**src/rtl/td4_seq_pkg.sv**
```systemverilog
// Shared types and constants for the TD4 program sequencer.
package td4_seq_pkg;

    localparam int unsigned PROG_DEPTH = 16;
    localparam int unsigned PROG_AW    = 4;

    localparam logic [3:0] OP_JMP = 4'b1111;

    typedef enum logic [2:0] {
        S_IDLE = 3'd0,
        S_LOAD = 3'd1,
        S_RUN  = 3'd2,
        S_STEP = 3'd3,
        S_HALT = 3'd4
    } seq_state_t;

endpackage

```
**src/rtl/td4_prog_mem.sv**
```systemverilog
// 16 x 8-bit program store: synchronous write, asynchronous read, synchronous clear.
module td4_prog_mem
    import td4_seq_pkg::*;
(
    input  logic               clk,
    input  logic               rst_n,
    input  logic               we,
    input  logic [PROG_AW-1:0] waddr,
    input  logic [7:0]         wdata,
    input  logic [PROG_AW-1:0] pc_in,
    output logic [7:0]         rdata
);

    logic [7:0] mem [PROG_DEPTH];

    always_ff @(posedge clk) begin
        if (!rst_n) begin
            for (int unsigned i = 0; i < PROG_DEPTH; i++) begin
                mem[i] <= '0;
            end
        end else if (we) begin
            mem[waddr] <= wdata;
        end
    end

    assign rdata = mem[pc_in];

endmodule

```
**src/rtl/td4_prog_sequencer.sv**
```systemverilog
// TD4 program-store loader and run controller (idle / load / run / step / halt).
// Optional self-loop halt detection enabled by defining TD4_SELF_LOOP_HALT_EN.
module td4_prog_sequencer
    import td4_seq_pkg::*;
#(
    parameter int unsigned CLK_DIV = 1
) (
    input  logic       clk,
    input  logic       rst_n,
    input  logic       mode_load,
    input  logic       wr_valid,
    input  logic [7:0] wr_data,
    output logic       wr_ready,
    input  logic       run,
    input  logic       step,
    input  logic       halt_req,
    input  logic [3:0] pc_in,
    output logic [3:0] instr_opcode,
    output logic [3:0] instr_imm,
    output logic       cpu_en,
    output logic [2:0] state_o,
    output logic       load_done,
    output logic [7:0] cycle_cnt
);

    localparam logic [7:0] DIV_LAST = 8'(CLK_DIV - 1);

    seq_state_t         state, state_next;
    logic [PROG_AW-1:0] wr_ptr;
    logic [7:0]         div_cnt;
    logic [7:0]         rdata;
    logic               mem_we;
    logic               clr_load;
    logic               clr_div;
    logic               set_done;
    logic               self_loop;

    td4_prog_mem u_mem (
        .clk   (clk),
        .rst_n (rst_n),
        .we    (mem_we),
        .waddr (wr_ptr),
        .wdata (wr_data),
        .pc_in (pc_in),
        .rdata (rdata)
    );

    assign instr_opcode = rdata[3:0];
    assign instr_imm    = rdata[7:4];
    assign state_o      = state;

`ifdef TD4_SELF_LOOP_HALT_EN
    // A JMP to its own address means the CPU can never make progress.
    assign self_loop = (instr_opcode == OP_JMP) && (instr_imm == pc_in);
`else
    assign self_loop = 1'b0;
`endif

    always_comb begin
        state_next = state;
        cpu_en     = 1'b0;
        wr_ready   = 1'b0;
        mem_we     = 1'b0;
        clr_load   = 1'b0;
        clr_div    = 1'b0;
        set_done   = 1'b0;
        unique case (state)
            S_IDLE: begin
                if (halt_req) begin
                    state_next = S_HALT;
                end else if (mode_load) begin
                    state_next = S_LOAD;
                    clr_load   = 1'b1;
                end else if (step) begin
                    state_next = S_STEP;
                end else if (run) begin
                    state_next = S_RUN;
                    clr_div    = 1'b1;
                end
            end
            S_LOAD: begin
                wr_ready = 1'b1;
                mem_we   = wr_valid;
                if (wr_valid && (wr_ptr == 4'hF)) begin
                    set_done   = 1'b1;
                    state_next = S_IDLE;
                end else if (!mode_load) begin
                    state_next = S_IDLE;
                end
            end
            S_RUN: begin
                if (halt_req) begin
                    state_next = S_HALT;
                end else if (!run) begin
                    state_next = S_IDLE;
                end else if (self_loop) begin
                    state_next = S_HALT;
                end else begin
                    cpu_en = (div_cnt == DIV_LAST);
                end
            end
            S_STEP: begin
                if (halt_req) begin
                    state_next = S_HALT;
                end else begin
                    cpu_en     = 1'b1;
                    state_next = self_loop ? S_HALT : S_IDLE;
                end
            end
            S_HALT: begin
                if (!halt_req && !run && !step) begin
                    state_next = S_IDLE;
                end
            end
            default: state_next = S_IDLE;
        endcase
    end

    always_ff @(posedge clk) begin
        if (!rst_n) begin
            state     <= S_IDLE;
            wr_ptr    <= '0;
            div_cnt   <= '0;
            load_done <= 1'b0;
            cycle_cnt <= '0;
        end else begin
            state <= state_next;

            if (clr_load) begin
                wr_ptr <= '0;
            end else if (mem_we) begin
                wr_ptr <= wr_ptr + 4'd1;
            end

            if (clr_load) begin
                load_done <= 1'b0;
            end else if (set_done) begin
                load_done <= 1'b1;
            end

            if (clr_div) begin
                div_cnt <= '0;
            end else if (state == S_RUN) begin
                div_cnt <= (div_cnt == DIV_LAST) ? 8'd0 : div_cnt + 8'd1;
            end

            if (clr_load) begin
                cycle_cnt <= '0;
            end else if (cpu_en && (cycle_cnt != 8'hFF)) begin
                cycle_cnt <= cycle_cnt + 8'd1;
            end
        end
    end

endmodule

```
**config.mk**
```make
export PLATFORM = sky130hd
export DESIGN_NAME = td4_prog_sequencer
export DESIGN_NICKNAME = d
export VERILOG_FILES = /design/src/rtl/td4_seq_pkg.sv /design/src/rtl/td4_prog_mem.sv /design/src/rtl/td4_prog_sequencer.sv
export SDC_FILE = /design/constraint.sdc
export NUM_CORES = 1
export LEC_CHECK = 0
export ABC_AREA = 0
export BUFFER_PORTS_ARGS = -buffer_cell sky130_fd_sc_hd__buf_2
export CORE_MARGIN = 2
export CORE_UTILIZATION = 55
export DETAILED_ROUTE_END_ITERATION = 10
export PLACE_DENSITY = 0.72
export SYNTH_ARGS = -nofsm -noshare
export SYNTH_HDL_FRONTEND = slang
export SYNTH_SLANG_ARGS = --single-unit
```
**constraint.sdc**
```tcl
create_clock -name clk -period 2.1 [get_ports clk]
set_input_delay 0 -clock clk [delete_from_list [all_inputs] [get_ports clk]]
set_output_delay 0 -clock clk [all_outputs]
set_load 0.01 [all_outputs]
```
==> impl_metrics.json <==
{
  "cpPeakStageDelay_ns": 0.51,
  "syn_avg_cell_area_um2": 14.00,
  "worstPathMaxFanout": 1,
  "ys_async_sr_fraction_pct": 0,
  "gp_congestion": 0.8803,
  "diodes": 0,
  "syn_to_final_growth_pct": 17.28,
  "grt_pass1_vias": 4280,
  "seqCellArea_mm2": 0.004324,
  "syn_area_mm2": 0.007083,
  "fin_crit_sh_pct": 95.25,
  "grt_max_degree": 33,
  "holdWs_ns": 0.03716,
  "drt-vias-per-instance": 5.756,
  "skew_ns": 0.005216,
  "ir_worst_vdd_mv": 0.5528,
  "multi_input_area_mm2": 0.002668,
  "status": "finished clean",
  "grt_overflow": 0,
  "fill_cells": 914,
  "synth.cells.most_frequent": "and2_1 (129), edfxtp_1 (128), mux4_2 (40)",
  "clk_pin_slew_ns": 0.06,
  "initial_utilization_pct": 56.13,
  "drt_iter0_drc": 462,
  "hold_path.class": "in -> reg",
  "critical_path.slowest_cell": "mux4_2",
  "ys.flop_type": "edfxtp_1",
  "wirelength_um": 15070,
  "synthCells": 506,
  "crit_chain": "mux4_2, mux4_2, buf_2",
  "fin_setup_tns_ns": 0,
  "synth_seq_area_share_pct": 61.05,
  "required_ns": 2.10,
  "fp.dieW_um": 117.5,
  "layout-drive-gt1-share_pct": 25.30,
  "track_usage_pct": 23.25,
  "worst_setup_path_end_kind": "output pin",
  "power.density_mw_per_mm2": 810.6,
  "critPathTopFamily": "multiplexers",
  "portBuffers": 40,
  "finalSetupViolations": 0,
  "synth_top_area_share_pct": 54.27,
  "synth.most_common_cell": "and2_1",
  "leakage_nw": 3.070,
  "die_h_um": 117.5,
  "h-tree-depth": 4,
  "crit_path_frequent_cell": "mux4_2",
  "ys_ff_latch": 152,
  "cp-start-kind": "register",
  "cp.arrival_ns": 2.00,
  "rows": 41,
  "clock.fmax_mhz": 499.9,
  "antenna_found_initial": 0,
  "synth_largest_area_cell": "edfxtp_1",
  "ys_top_cells_by_area": "edfxtp_1 (54%), mux4_2 (13%), and2_1 (11%)",
  "place_hpwl_um": 10220,
  "post-route-util_pct": 65.82,
  "core_area_mm2": 0.01262,
  "drtAntennaViolNets": 0,
  "drv_slew": 0,
  "clockBufferDepth": 2,
  "path_class": "reg -> out",
  "reg2reg_depth": 7,
  "route.detailed.drc": 0,
  "cts_buffers": 17,
  "syn_nets": 532,
  "slew-limit-headroom_pct": 60.55,
  "max_cap_violations": 0,
  "final-hold-violation-count": 0,
  "power_mw": 6.734,
  "firstDrtPassIters": 4,
  "grt_pass1_wl_um": 23750,
  "cts_setup_buffers": 0,
  "fin_nets": 603,
  "worst_slew_pin_slew_ns": 0.5864,
  "io-pin-count": 41,
  "cts_sinks": 152,
  "die_area_mm2": 0.01380,
  "wl_per_cell_um": 19.80,
  "instances_no_fill": 761,
  "num_vias": 4380,
  "placed_cells": 725,
  "ys_warn_count": 0,
  "cts_tree": "yes",
  "insertion_delay_ns": 0.42,
  "crit_buf_inv": 1,
  "critical_path_depth": 3,
  "synth_edf_count": 128,
  "min_period_ns": 2.000,
  "hold_depth": 4,
  "synth_cell_types": 37,
  "cts_root_buffer": "clkbuf_16"
}
==> layer usage <==
metal,wire length (µm),vias to the layer above,global-route usage [%]
met4,213,0,7.681
met5,0,-,0
met1,6723,2224,33.00
li1,-,2019,-
met3,881,15,5.184
met2,7252,122,36.18
==> stage by stage <==
step / setup WS, ns / area, µm²
6_report: 0.09977 / 8307
5_1_grt: -0.008889 / 8307
4_1_cts: 0.09188 / 8277
3_5_place_dp: 0.02125 / 7671
3_3_place_gp: 0.07645 / 7671
2_1_floorplan: -0.08948 / 7089
==> tightest hold or removal path, cell delays in order <==
cell and delay (ns):
buf_2 0.11, o21a_1 0.12, o21ai_0 0.07, a21oi_1 0.11
==> cells in the final DEF (no fill, tap or decap), types with 4 or more instances in the layout <==
cell type / count
and2_1: 129
edfxtp_1: 128
mux4_2: 40
buf_2: 40
buf_4: 31
nor2_1: 28
dfxtp_1: 24
nand2_1: 20
clkbuf_16: 17
o21ai_0: 14
a21oi_1: 14
inv_1: 9
nand4_1: 9
ha_1: 7
nand2b_1: 6
xnor2_1: 6
dlygate4sd3_1: 5
nor3_2: 4
nand3_1: 4
o31ai_1: 4
or4_1: 4
clkinv_2: 4
clkinv_1: 4
==> registers in the layout, indices dropped and copies added (netlist names) <==
| signal | cells |
|---|---|
| wr_ptr | 4 |
| u_mem.mem | 128 |
| load_done | 1 |
| div_cnt | 8 |
| state_o | 3 |
| cycle_cnt | 8 |
==> report_power, final <==
group / internal, mW / switching (mW) / total, mW
clock: 1.71 / 1.13 / 2.84
combinational: 0.220 / 0.265 / 0.485
sequential: 3.36 / 0.0427 / 3.40
==> worst paths after layout <==
kind / from / to / slack (ns)
setup / recovery: u_mem.mem[14][3]$_SDFFCE_PN0P_ / instr_opcode[3] / 0.1
hold / removal: run / state_o[2]$_SDFFE_PN0P_ / 0.04
setup reg to reg: state_o[2]$_SDFFE_PN0P_ / state_o[0]$_SDFFE_PN0P_ / 0.11
hold reg to reg: load_done$_SDFFE_PP0P_ / load_done$_SDFFE_PP0P_ / 0.45
==> logic make-up (layout without fill, tap and decap cells) <==
| family | count (synthesis) | in the layout | share of synthesized area (%) |
|---|---|---|---|
| fa+ha+maj | 7 | 7 | 1.236 |
| simple gates | 225 | 225 | 18.90 |
| flops | 152 | 152 | 61.05 |
| compound gates | 38 | 38 | 3.003 |
| buf+inv | 35 | 118 | 1.978 |
| xor+xnor | 9 | 9 | 1.113 |
| mux | 40 | 40 | 12.72 |
==> timing repair <==
action                                  in CTS  in global routing
hold buffers                                 5                  0
endpoints found under the setup margin       1                  3
gates resized for setup                      2                  4
pin swaps                                    0                  0
endpoints found under the hold margin        5                  0
==> area by class of cell <==
cell class | count | area share (%)
repair buffers | 78 | 6.296
well taps | 172 | 2.591
clock inverters | 12 | 1.326
multi-input cells | 319 | 32.11
inverters | 9 | 0.4067
flip-flops and latches | 152 | 52.06
clock buffers | 19 | 5.212
Note: power is estimated with default switching activity, not from simulation.
